<file path="config.mk">
export PLATFORM = sky130hd
export DESIGN_NAME = mem_ctrl
export DESIGN_NICKNAME = d
export VERILOG_FILES = /design/src/rtl/mem_ctrl.sv
export SDC_FILE = /design/constraint.sdc
export NUM_CORES = 1
export LEC_CHECK = 0
export BUFFER_PORTS_ARGS = -buffer_cell sky130_fd_sc_hd__buf_2
export CAP_MARGIN = 20
export CORE_MARGIN = 4
export CORE_UTILIZATION = 55
export CTS_CLUSTER_DIAMETER = 40
export DETAILED_ROUTE_END_ITERATION = 10
export HOLD_SLACK_MARGIN = 0.05
export PLACE_DENSITY_LB_ADDON = 0.12
export RECOVER_POWER = 100
export SLEW_MARGIN = 20
export SYNTH_ARGS = -nofsm -noshare
export SYNTH_HDL_FRONTEND = slang
export SYNTH_SLANG_ARGS = --single-unit
</file>
<file path="constraint.sdc">
create_clock -name clk -period 3.51 [get_ports clk]
set_clock_uncertainty 0.1 [all_clocks]
set_input_delay 0 -clock clk [delete_from_list [all_inputs] [get_ports clk]]
set_output_delay 0 -clock clk [all_outputs]
set_load 0.01 [all_outputs]
</file>
<file path="src/rtl/mem_ctrl.sv">
// -----------------------------------------------------------------------------
// mem_ctrl -- memory-side responder between the ROB/LSB and the byte-wide
// RAM/IO bus.
//
// Committed stores (from the ROB) and speculative loads (from the LSB) are
// serialised one byte per cycle onto mem_a/mem_dout/mem_din/mem_wr in
// little-endian order. Byte k of an access goes to addr+k, with 32-bit
// wrap-around.
//
// Handshakes:
//   rob_store_sgn is a level request. The store is taken on the first IDLE
//   edge that sees it. That edge raises begin_real_store for one cycle.
//   finish_store pulses for one cycle after the last byte has been written.
//   load_req is a level request, held until load_done. load_done is a
//   one-cycle pulse, and load_data is valid while it is high. A store request
//   beats a load request in the same cycle. A load is never accepted in a
//   cycle where rollback is high.
//
// Configuration:
//   `define MEMCTRL_IO_STALL_EN enables back-pressure from io_buffer_full.
//   With it, a store into IO space (addr[17:16] == IO_HI) holds its next byte
//   while the IO write buffer is full. Without it, io_buffer_full is ignored.
//
// Op encoding (6-bit, shared with the ROB/LSB):
//   LB=1 LH=2 LW=3 LBU=4 LHU=5 SB=6 SH=7 SW=8; any other value acts as a
//   1-byte access with a zero-extended result.
//
// Ports:
//   clk, rst              clock, synchronous active-high reset
//   rdy                   global ready; low freezes every register
//   rollback              misprediction flush (aborts a load, never a store)
//   rob_store_*           committed store request: sgn/op/addr/data
//   begin_real_store      store accepted pulse
//   finish_store          store completed pulse
//   load_req/op/addr      load request from the LSB
//   load_done, load_data  load completion pulse and extended result
//   mem_din               RAM read byte, valid the cycle after mem_a
//   mem_dout, mem_a,
//   mem_wr                byte bus toward RAM/IO
//   io_buffer_full        IO write buffer full (used only with the macro)
// All outputs are registered.
// -----------------------------------------------------------------------------
module mem_ctrl #(
  parameter logic [1:0] IO_HI = 2'b11
) (
  input  logic        clk,
  input  logic        rst,
  input  logic        rdy,
  input  logic        rollback,
  input  logic        rob_store_sgn,
  input  logic [5:0]  rob_store_op,
  input  logic [31:0] rob_store_addr,
  input  logic [31:0] rob_store_data,
  output logic        begin_real_store,
  output logic        finish_store,
  input  logic        load_req,
  input  logic [5:0]  load_op,
  input  logic [31:0] load_addr,
  output logic        load_done,
  output logic [31:0] load_data,
  input  logic [7:0]  mem_din,
  output logic [7:0]  mem_dout,
  output logic [31:0] mem_a,
  output logic        mem_wr,
  input  logic        io_buffer_full
);

  localparam logic [5:0] OP_LB  = 6'd1;
  localparam logic [5:0] OP_LH  = 6'd2;
  localparam logic [5:0] OP_LW  = 6'd3;
  localparam logic [5:0] OP_LBU = 6'd4;
  localparam logic [5:0] OP_LHU = 6'd5;
  localparam logic [5:0] OP_SB  = 6'd6;
  localparam logic [5:0] OP_SH  = 6'd7;
  localparam logic [5:0] OP_SW  = 6'd8;

  typedef enum logic [1:0] {
    S_IDLE  = 2'd0,
    S_STORE = 2'd1,
    S_LOAD  = 2'd2
  } state_t;

  // Access length in bytes (1, 2 or 4).
  function automatic logic [2:0] len_of(input logic [5:0] op);
    case (op)
      OP_LB, OP_LBU, OP_SB: len_of = 3'd1;
      OP_LH, OP_LHU, OP_SH: len_of = 3'd2;
      OP_LW, OP_SW:         len_of = 3'd4;
      default:              len_of = 3'd1;
    endcase
  endfunction

  // Sign/zero extension of the assembled little-endian value.
  function automatic logic [31:0] extend(input logic [5:0] op, input logic [31:0] v);
    case (op)
      OP_LB:   extend = {{24{v[7]}}, v[7:0]};
      OP_LH:   extend = {{16{v[15]}}, v[15:0]};
      OP_LHU:  extend = {16'h0000, v[15:0]};
      OP_LW:   extend = v;
      default: extend = {24'h000000, v[7:0]};
    endcase
  endfunction

  // Byte idx of a store data word.
  function automatic logic [7:0] byte_of(input logic [31:0] d, input logic [1:0] idx);
    case (idx)
      2'd0:    byte_of = d[7:0];
      2'd1:    byte_of = d[15:8];
      2'd2:    byte_of = d[23:16];
      default: byte_of = d[31:24];
    endcase
  endfunction

  // Registered state (besides the output ports).
  state_t      state;
  logic [5:0]  op_r;
  logic [31:0] addr_r;
  logic [31:0] data_r;
  logic [2:0]  cnt;
  logic [31:0] acc;

  // Next values.
  state_t      state_nxt;
  logic [5:0]  op_nxt;
  logic [31:0] addr_nxt;
  logic [31:0] data_nxt;
  logic [2:0]  cnt_nxt;
  logic [31:0] acc_nxt;
  logic        begin_nxt;
  logic        finish_nxt;
  logic        load_done_nxt;
  logic [31:0] load_data_nxt;
  logic [7:0]  mem_dout_nxt;
  logic [31:0] mem_a_nxt;
  logic        mem_wr_nxt;

  logic [2:0]  cur_len;
  logic [2:0]  cur_len_p1;
  logic        cur_is_io;
  logic        new_is_io;
  logic        stall_cur;
  logic        stall_new;

  assign cur_len    = len_of(op_r);
  assign cur_len_p1 = cur_len + 3'd1;
  assign cur_is_io  = (addr_r[17:16] == IO_HI);
  assign new_is_io  = (rob_store_addr[17:16] == IO_HI);

`ifdef MEMCTRL_IO_STALL_EN
  // stall_new covers the acceptance edge. Without it, byte 0 of an IO store
  // would reach the bus before the buffer-full check in STORE.
  assign stall_cur = io_buffer_full && cur_is_io;
  assign stall_new = io_buffer_full && new_is_io;
`else
  logic unused_io;
  assign unused_io = io_buffer_full ^ cur_is_io ^ new_is_io;
  assign stall_cur = 1'b0;
  assign stall_new = 1'b0;
`endif

  // ---------------------------------------------------------------------------
  // State register (plus all datapath/output registers).
  // ---------------------------------------------------------------------------
  always_ff @(posedge clk) begin
    if (rst) begin
      state            <= S_IDLE;
      op_r             <= '0;
      addr_r           <= '0;
      data_r           <= '0;
      cnt              <= '0;
      acc              <= '0;
      begin_real_store <= 1'b0;
      finish_store     <= 1'b0;
      load_done        <= 1'b0;
      load_data        <= '0;
      mem_dout         <= '0;
      mem_a            <= '0;
      mem_wr           <= 1'b0;
    end else if (rdy) begin
      state            <= state_nxt;
      op_r             <= op_nxt;
      addr_r           <= addr_nxt;
      data_r           <= data_nxt;
      cnt              <= cnt_nxt;
      acc              <= acc_nxt;
      begin_real_store <= begin_nxt;
      finish_store     <= finish_nxt;
      load_done        <= load_done_nxt;
      load_data        <= load_data_nxt;
      mem_dout         <= mem_dout_nxt;
      mem_a            <= mem_a_nxt;
      mem_wr           <= mem_wr_nxt;
    end
  end

  // ---------------------------------------------------------------------------
  // Next-state logic.
  // ---------------------------------------------------------------------------
  always_comb begin
    state_nxt = state;
    case (state)
      S_IDLE: begin
        if (rob_store_sgn)             state_nxt = S_STORE;
        else if (load_req && !rollback) state_nxt = S_LOAD;
      end
      S_STORE: begin
        // A committed store ignores rollback.
        if (!stall_cur && cnt >= cur_len) state_nxt = S_IDLE;
      end
      S_LOAD: begin
        if (rollback)                state_nxt = S_IDLE;
        else if (cnt == cur_len_p1) state_nxt = S_IDLE;
      end
      default: state_nxt = S_IDLE;
    endcase
  end

  // ---------------------------------------------------------------------------
  // Output / datapath next values.
  //
  // Load timing: the address for byte k is driven after edge T+k. The RAM
  // returns the byte one cycle later, so it is captured at edge T+k+2. The
  // cnt value at a LOAD edge therefore serves two roles: it is the next
  // address offset, and cnt-2 is the index of the byte being captured.
  // ---------------------------------------------------------------------------
  always_comb begin
    op_nxt        = op_r;
    addr_nxt      = addr_r;
    data_nxt      = data_r;
    cnt_nxt       = cnt;
    acc_nxt       = acc;
    begin_nxt     = 1'b0;
    finish_nxt    = 1'b0;
    load_done_nxt = 1'b0;
    load_data_nxt = load_data;
    mem_dout_nxt  = mem_dout;
    mem_a_nxt     = mem_a;
    mem_wr_nxt    = mem_wr;

    case (state)
      S_IDLE: begin
        if (rob_store_sgn) begin
          op_nxt       = rob_store_op;
          addr_nxt     = rob_store_addr;
          data_nxt     = rob_store_data;
          begin_nxt    = 1'b1;
          mem_a_nxt    = rob_store_addr;
          mem_dout_nxt = rob_store_data[7:0];
          if (stall_new) begin
            // Byte 0 waits in STORE until the IO buffer drains.
            mem_wr_nxt = 1'b0;
            cnt_nxt    = 3'd0;
          end else begin
            mem_wr_nxt = 1'b1;
            cnt_nxt    = 3'd1;
          end
        end else if (load_req && !rollback) begin
          op_nxt     = load_op;
          addr_nxt   = load_addr;
          mem_wr_nxt = 1'b0;
          mem_a_nxt  = load_addr;
          cnt_nxt    = 3'd1;
          acc_nxt    = '0;
        end
      end

      S_STORE: begin
        if (stall_cur) begin
          mem_wr_nxt = 1'b0;
        end else if (cnt < cur_len) begin
          mem_wr_nxt   = 1'b1;
          mem_a_nxt    = addr_r + {29'd0, cnt};
          mem_dout_nxt = byte_of(data_r, cnt[1:0]);
          cnt_nxt      = cnt + 3'd1;
        end else begin
          mem_wr_nxt = 1'b0;
          mem_a_nxt  = '0;
          finish_nxt = 1'b1;
          cnt_nxt    = 3'd0;
        end
      end

      S_LOAD: begin
        if (rollback) begin
          // Flush: drop the in-flight load with no result.
          mem_a_nxt = '0;
          cnt_nxt   = 3'd0;
        end else begin
          case (cnt)
            3'd2:    acc_nxt[7:0]   = mem_din;
            3'd3:    acc_nxt[15:8]  = mem_din;
            3'd4:    acc_nxt[23:16] = mem_din;
            3'd5:    acc_nxt[31:24] = mem_din;
            default: ;
          endcase
          if (cnt < cur_len) begin
            mem_a_nxt = addr_r + {29'd0, cnt};
          end
          if (cnt == cur_len_p1) begin
            load_done_nxt = 1'b1;
            load_data_nxt = extend(op_r, acc_nxt);
            mem_a_nxt     = '0;
            cnt_nxt       = 3'd0;
          end else begin
            cnt_nxt = cnt + 3'd1;
          end
        end
      end

      default: ;
    endcase
  end

endmodule

</file>
# == Word-level counts from Yosys, hierarchy flattened ==
# Memory sizes are Yosys's and may differ from the RTL's. A register that Yosys moved wholly into a read port is not among the register bits.
# Cells that the tools add are included.
# totals
ff_bits,183
latchBits,0
mem_bits_rw,0
rom_bits,48
in_bits,123
out_inout_bits,76
memories,1
# mem_list
name,words,word_bits,read_ports,rd_ports_with_merged_regs,wr,line,text
(no name shown),16,3,1,1,0,85,case (op)
# op_classes
n_addsub,3
multipliers,0
div,0
n_lt_le_gt_ge,2
eq_ne,22
n_shift,0
n_mux,48
bitwise,1
reduce_logical,18
# ops
operator,n
$mux 32,9
$pmux 32 s4,1
$pmux 32 s3,1
$pmux 32 s2,1
$mux 8,6
$add 32x3->32,1
$pmux 8 s3,1
$mux 3,6
$pmux 8 s2,1
$reduce_and 4->1,4
$eq 6x2->1 const B,2
$mux 6,2
$ne 2x2->1 const B,6
$reduce_and 3->1,4
$mux 1,10
$mux 2,5
$pmux 3 s3,1
$mux 4,2
$add 3x1->3 const B,2
$eq 3x2->1 const B,2
$eq 3x3->1 const B,2
$eq 6x1->1 const B,1
$eq 6x3->1 const B,1
$logic_not 2->1,3
15 further kinds,20

# == Depth between registers and ports, before layout ==
# Gate-level depths: netlist (run 1).
# logic_depth
word_depth,7
mapped_depth,12

# == Worst setup path after synthesis (run 1) ==
# OpenSTA, ideal clock, no wires.
# synth_timing
path_type,flip-flop to flip-flop
from,reg op_r[4]
to,reg mem_a[22]
setup_ps,133
arrival_time_ps,2289
t_required_ps,3277
slack_ps,988
stages_incl_launch_ff,11
path_buffers,2
cell_sequence,dfxtp_1 > or3_1 > ha_1 > xor2_1 > nor2_1 > a21oi_2 > o21a_1 > buf_6 > buf_6 > a211oi_2 > nor3_1
# synth_via
elab_chain_len,7
elab_cells_between_ends,11
classes_between,1 x add/sub; 1 x order compare; 2 x eq/ne; 5 x mux; 2 x reduce/logical
# synth_rtl
item,line,text
from (decl),116,logic [5:0] op_r;
from (signal assigned),181,op_r <= op_nxt;
$logic_not 2->1 *,85,
$mux 3 *,85,
$add 3x1->3,145,assign cur_len_p1 = cur_len + 3'd1;
$eq 3x3->1,299,if (cnt == cur_len_p1) begin
$mux 32,299,
$mux 32,284,if (rollback) begin
$pmux 32 s3,240,case (state)
to (signal assigned),191,mem_a <= mem_a_nxt;
to (decl),63,"output logic [31:0] mem_a,"
# Mark *: on every way between the ends. The rest lies on a longest branch, timed or not.
# A chain may end at the register's enable or synchronous reset.

# == Worst setup path after layout (run 1) ==
# layout_timing
from,reg state[0]
to,reg data_r[27]
# layout_via
elab_chain_len,2
# layout_rtl
item,line,text
from (decl),115,state_t state;
from (signal assigned),180,state <= state_nxt;
$logic_not 2->1,240,
$reduce_and 3->1 (no source line),n/a,
to (signal assigned),183,data_r <= data_nxt;
to (decl),118,logic [31:0] data_r;
# No other way between the ends.

==> reports/metrics.csv, run 1 <==
stage,metric,value,unit
drt,Vias,9181,
clocking,worst-case clock buffer depth,2,
power,Pint,3796,uW
final_layout,fin cells,1627,
drt,DR pass1 iterations,8,
grt,GRT Overall Usage,0.2841,
placed_design,# port buffers,197,
power,Comb pwr share,0.177,
clocking,total CTS buffers,17,
synthesis,ranking of synthesized cells by area,"dfxtp_1 (40%), nor2_1 (7.1%), mux2i_1 (6.6%)",
timing,worst-margin pin slew,1.408,ns
timing,minimum clock period,3.083,ns
setup_path,worst-path fanout max,33,
timing,final worst slack,0.4274,ns
synthesis,Mapped Area,9260,sq um
drt,WL/cell,16.71,um
final_layout,"Net count, final",1535,
floorplanning,Starting Density,0.5604,
clocking,clock transition at the registers of the reported paths,0.07,ns
synthesis,syn_nets,1249,
timing,Tcrit/Tclk final,0.8782,
worst_hold_path,Hold Path Cell Cnt,5,
worst_hold_path,Hold WC Path Type,in2reg,
floorplanning,Die X,137.8,um
grt,number of global-route vias before repair,8750,
drt,Final ANT Viol Nets,0,
placed_design,DP Worst Slack,0.6619,ns
setup_path,sequence of cells on the critical path,"inv_1, ha_1, and3_1, clkbuf_1, nand2_1, a21oi_1, dlygate4sd3_1",
floorplanning,I/O pin total,199,
clocking,worst skew pair latency,0.44,ns
timing,Final setup viols,0,
placed_design,Post-Place Cells,1462,
power,P_sw,1427,uW
timing,Slew Limit Fails,0,
setup_path,Worst path slowest cell,clkbuf_1,
synthesis,"count leader, synth",dfxtp_1,
final_layout,ANT cells,0,
synthesis,syn_area_per_cell,8.350,sq um
power,power per cell area,435.6,nW/um^2
synthesis,commonest cells in the netlist,"dfxtp_1 (186), nor2_1 (174), nand2_1 (150), a21oi_1 (79), a211oi_1 (73)",
synthesis,Seq cells post-synth,186,
synthesis,Synth Flop Type,dfxtp_1,
drt,DRC Markers,0,
synthesis,yosys warns,0,
timing,"Hold Vio Cnt, Final",0,
clocking,"Setup Fix Bufs, Post-CTS",0,
floorplanning,area of the core,16520,sq um
drt,WL final,27180,um
synthesis,Post-synth EDFFs,0,
synthesis,synthesized instance count,1109,
grt,global route overflow,0,
drt,Via density,5.643,
setup_path,crit path kind,reg2reg,
setup_path,Worst EP required,3.79,ns
timing,max_slew headroom,0.06123,
power,Sw Ratio,0.2733,
clocking,H-tree level count,4,
setup_path,CP Data Arrival Time,3.37,ns
setup_path,crit end category,flop,
synthesis,register area share after synthesis,0.4021,
synthesis,cell taking the most area after synthesis,dfxtp_1,
placed_design,Post-DP HPWL,16900,um
setup_path,Worst R2R Path Depth,7,
timing,Max Clk Rate,324.4,MHz
clocking,post-CTS sizing,0,
grt,initial antenna violation count,0,
power,peak supply drop,363.3,uV
grt,pin count of the biggest net entering global routing,81,
run_status,outcome,"complete, no violations",
floorplanning,Core Rows,47,
grt,global-route wire length before repair,43360,um
power,Clock Power Share,0.376,
timing,Setup TNS,0,ns
power,Pleak,0.004545,uW
drt,initial drt markers,681,
setup_path,"slowest stage delay, CP",1.03,ns
setup_path,Worst setup SP type,flop,
clocking,CTS Root Cell,clkbuf_16,
floorplanning,Die Y,137.8,um
final_layout,area delta synth->final,29.48,%
flow_run,count of max-cap constraint violations,0,
final_layout,share of cells above drive strength 1,0.1357,
timing,RSZ-0062 raised after global routing,no,
timing,worst hold slack,0.03837,ns
clocking,CTS tree,done,
clocking,total clock sinks,186,
power,total power,5223,uW
floorplanning,die footprint,18980,sq um
synthesis,area share of the largest cell type after synthesis,0.4021,
placed_design,GPL Wtd Cong,0.8430,
power,Flop pwr share,0.447,
synthesis,synth unique cells,70,
synthesis,"FFs w/ async S/R, synth",0,
## cells in the final DEF, fill, tap and decap left out, types with 13 or more instances in the layout
master         count
dfxtp_1          186
nor2_1           175
nand2_1          151
dlygate4sd3_1    134
buf_2            120
clkbuf_1          83
a211oi_1          82
a21oi_1           80
mux2i_1           61
nor3_1            43
o21ai_0           38
a32oi_1           24
xor2_1            17
clkbuf_16         17
inv_1             16
ha_1              16
buf_4             14
nand3_1           13
## worst paths after layout
check / from / end / slack [ns]
hold / removal: load_addr[30] / mem_a[30]$_SDFFE_PP0P_ / 0.04
setup / recovery: state[0]$_SDFFE_PP0P_ / data_r[27]$_SDFFE_PP0P_ / 0.43
setup reg to reg: state[0]$_SDFFE_PP0P_ / data_r[27]$_SDFFE_PP0P_ / 0.43
hold reg to reg: load_data[22]$_SDFFE_PP0P_ / load_data[22]$_SDFFE_PP0P_ / 0.36
## registers in the layout, summed over array words and instances, names as in the netlist, named ones only
register and cells:
acc 32, mem_wr 1, finish_store 1, addr_r 32
mem_dout 8, mem_a 32, load_data 32, cnt 3
data_r 32, state 2, op_r 6, load_done 1
begin_real_store 1
## critical path, delay by kind of cell, from the launching register on
kind / cells / cell delay [ns]
AND/OR/NAND/NOR: 2 / 0.39
buffers and inverters: 3 / 1.69
flip-flops: 1 / 0.34
adder cells (fa/ha/maj): 1 / 0.30
AO/OA/AOI/OAI: 1 / 0.22
## power by group through the flow
stage          clock network, uW  logic (uW)  registers [uW]
4_1_cts                     1970         941            2330
2_1_floorplan                  0         540            2390
3_3_place_gp                   0         796            2370
5_1_grt                     2050        1020            2350
3_5_place_dp                   0         805            2380
6_report                    1960         926            2330
## cells by family after synthesis
family                     Yosys count  share of synthesized area
muxes                               65                    0.07080
AOI/OAI and AO/OA                  274                     0.2104
xor gates and xnor gates            29                    0.02905
adders and majority gates           17                    0.02378
and+or+nand+nor                    440                     0.2134
DFF                                186                     0.4021
buffers and inverters               98                    0.05053
## repair_timing
action                                  4_1_cts  5_1_grt
hold buffers                                134        0
endpoints found under the setup margin        0        0
hold endpoints to repair                    174        0
## per-layer routing
layer / vias to the layer above / GRT usage / routed length (um)
met5: - / 0 / 0
met1: 4288 / 0.3602 / 11540
met2: 326 / 0.4832 / 13310
met3: 54 / 0.06245 / 1777
met4: 0 / 0.08782 / 557
li1: 4513 / - / -
## layout make-up
type                    instances  area (sq um)
flip-flops and latches        186          3724
clock inverters                 7         116.4
repair buffers                348          2356
clock buffers                  24         471.7
fillers                      1347          4534
well taps                     220         275.3
inverters                      17         63.81
multi-input cells             825          4984
## through the flow
| stage | instance area [sq um] | util |
|---|---|---|
| final | 11990 | 0.7256 |
| after global routing | 11990 | 0.7256 |
| after CTS | 12190 | 0.7374 |
| after detailed placement | 10260 | 0.6207 |
| after global placement | 10250 | 0.6204 |
| after floorplan | 9260 | - |
No activity file was read; power rests on OpenSTA's default activity.
==> inputs of run 2 (changes only) <==
--- a/config.mk
+++ b/config.mk
@@ -5,7 +5,7 @@
 export SDC_FILE = /design/constraint.sdc
 export NUM_CORES = 1
 export LEC_CHECK = 0
-export BUFFER_PORTS_ARGS = -buffer_cell sky130_fd_sc_hd__buf_2
+export BUFFER_PORTS_ARGS = -buffer_cell sky130_fd_sc_hd__buf_4
 export CAP_MARGIN = 20
 export CORE_MARGIN = 4
 export CORE_UTILIZATION = 55
==> run 2 against run 1 <==
Non-clock buffer count decreased by 16. First-iteration DRC count decreased by 5.6%. Sequential power about the same. Via count decreased by 1.3%. Routed wire length decreased by 0.51%. Fmax decreased by 0.87%. Global-route usage decreased by 0.22 points. Total power increased by 0.48%. Sequential share of layout area decreased by 0.44 points. Count of clock-buffer cells in the layout decreased by 6. Largest cell class unchanged. Highest routed layer unchanged.
==> reports/metrics.csv, run 2 (same netlist as run 1, synthesis figures left out) <==
stage,metric,value,unit
final_layout,Multi-input gate area,5005,sq um
floorplanning,die footprint,18980,sq um
final_layout,"commonest cells after routing, fill and taps aside","dfxtp_1 (186), nor2_1 (174), nand2_1 (151)",
final_layout,Reg area,3724,sq um
clocking,worst skew pair latency,0.43,ns
setup_path,CP Data Arrival Time,3.28,ns
worst_hold_path,Hold WC Path Type,in2reg,
clocking,worst-case clock buffer depth,2,
final_layout,fin util,0.7360,
timing,Setup TNS,0,ns
drt,DR pass1 iterations,6,
final_layout,area delta synth->final,31.33,%
drt,DRC Markers,0,
floorplanning,area of the core,16520,sq um
clocking,H-tree level count,4,
clocking,post-CTS sizing,0,
timing,worst hold slack,0.06058,ns
clocking,clock transition at the registers of the reported paths,0.07,ns
setup_path,flop2flop setup slack,0.40,ns
power,peak supply drop,357.1,uV
run_status,outcome,"complete, no violations",
timing,minimum clock period,3.110,ns
placed_design,Post-DP HPWL,17100,um
grt,global route overflow,0,
floorplanning,Core Rows,47,
final_layout,"Net count, final",1519,
final_layout,ANT cells,0,
clocking,CTS tree,done,
clocking,total CTS buffers,17,
timing,Max Clk Rate,321.6,MHz
placed_design,# port buffers,197,
clocking,total clock sinks,186,
placed_design,DP Worst Slack,0.6377,ns
drt,Via density,5.623,
setup_path,Worst setup SP type,flop,
power,Pleak,0.004558,uW
drt,initial drt markers,643,
drt,WL/cell,16.78,um
placed_design,Post-DP Area,10750,sq um
drt,Vias,9064,
timing,Final setup viols,0,
floorplanning,Die X,137.8,um
timing,worst-margin pin slew,1.414,ns
floorplanning,Starting Density,0.5604,
grt,initial antenna violation count,0,
setup_path,worst-path fanout max,30,
timing,final worst slack,0.4003,ns
setup_path,crit end category,flop,
timing,max_slew headroom,0.05750,
setup_path,Worst EP required,3.68,ns
clocking,CTS Root Cell,clkbuf_16,
final_layout,share of cells above drive strength 1,0.1415,
final_layout,fillers,1300,
grt,global-route wire length before repair,42920,um
drt,WL final,27050,um
placed_design,GPL Wtd Cong,0.8615,
grt,pin count of the biggest net entering global routing,117,
timing,Slew Limit Fails,0,
clocking,"Setup Fix Bufs, Post-CTS",0,
flow_run,count of max-cap constraint violations,0,
final_layout,"commonest non-fill, non-tap cell in the layout",dfxtp_1,
power,power per cell area,431.5,nW/um^2
drt,Final ANT Viol Nets,0,
final_layout,fin area,12160,sq um
setup_path,crit path kind,reg2reg,
timing,RSZ-0062 raised after global routing,no,
floorplanning,Die Y,137.8,um
timing,"Hold Vio Cnt, Final",0,
grt,number of global-route vias before repair,8695,
grt,GRT Overall Usage,0.2818,
timing,Tcrit/Tclk final,0.8859,
floorplanning,I/O pin total,199,
==> run 2: area by class of cell <==
type | count | share of cell area
multi-input cells | 825 | 0.4115
clock buffers | 18 | 0.03611
repair buffers | 332 | 0.2049
flip-flops and latches | 186 | 0.3062
clock inverters | 14 | 0.01337
inverters | 17 | 0.005247
well taps | 220 | 0.02263
==> run 2: worst paths after layout <==
check / end / start / cells past startpoint
min: mem_a[18]$_SDFFE_PP0P_ / rob_store_addr[18] / 4
max reg2reg: mem_a[0]$_SDFFE_PP0P_ / op_r[4]$_SDFFE_PP0N_ / 8
min reg2reg: load_data[24]$_SDFFE_PP0P_ / load_data[24]$_SDFFE_PP0P_ / 2
max: mem_a[0]$_SDFFE_PP0P_ / op_r[4]$_SDFFE_PP0N_ / 8
==> run 2: repair_timing <==
item | 4_1_cts | 5_1_grt
endpoints found under the setup margin | 0 | 0
hold endpoints to repair | 168 | 0
hold buffers | 118 | 0
==> run 2: through the flow <==
step	cells	power, uW
4_1_cts	1612	5310
6_report	1612	5248
5_1_grt	1612	5458
2_1_floorplan	1109	2925
3_5_place_dp	1462	3253
3_3_place_gp	1461	3234
==> run 2: power breakdown <==
| group | total [uW] | internal [uW] | switching (uW) |
|---|---|---|---|
| clock | 1960 | 1090 | 874 |
| combinational | 954 | 433 | 522 |
| sequential | 2330 | 2240 | 95.8 |
==> run 2: per-layer routing <==
layer / vias to the layer above / wire length [um] / track usage
li1: 4480 / - / -
met1: 4229 / 11430 / 0.3588
met2: 310 / 13170 / 0.4748
met3: 45 / 1850 / 0.05953
met4: 0 / 591 / 0.09605
met5: - / 0 / 0
==> run 2: worst max-delay path: stages, from the launching register on <==
cell and delay (ns):
dfxtp_1 0.37, or3_1 0.43, ha_1 0.32, xor2_1 0.16
nor2_1 0.34, a211oi_2 0.17, nand2b_2 0.55, a211oi_1 0.41
nor3_1 0.09
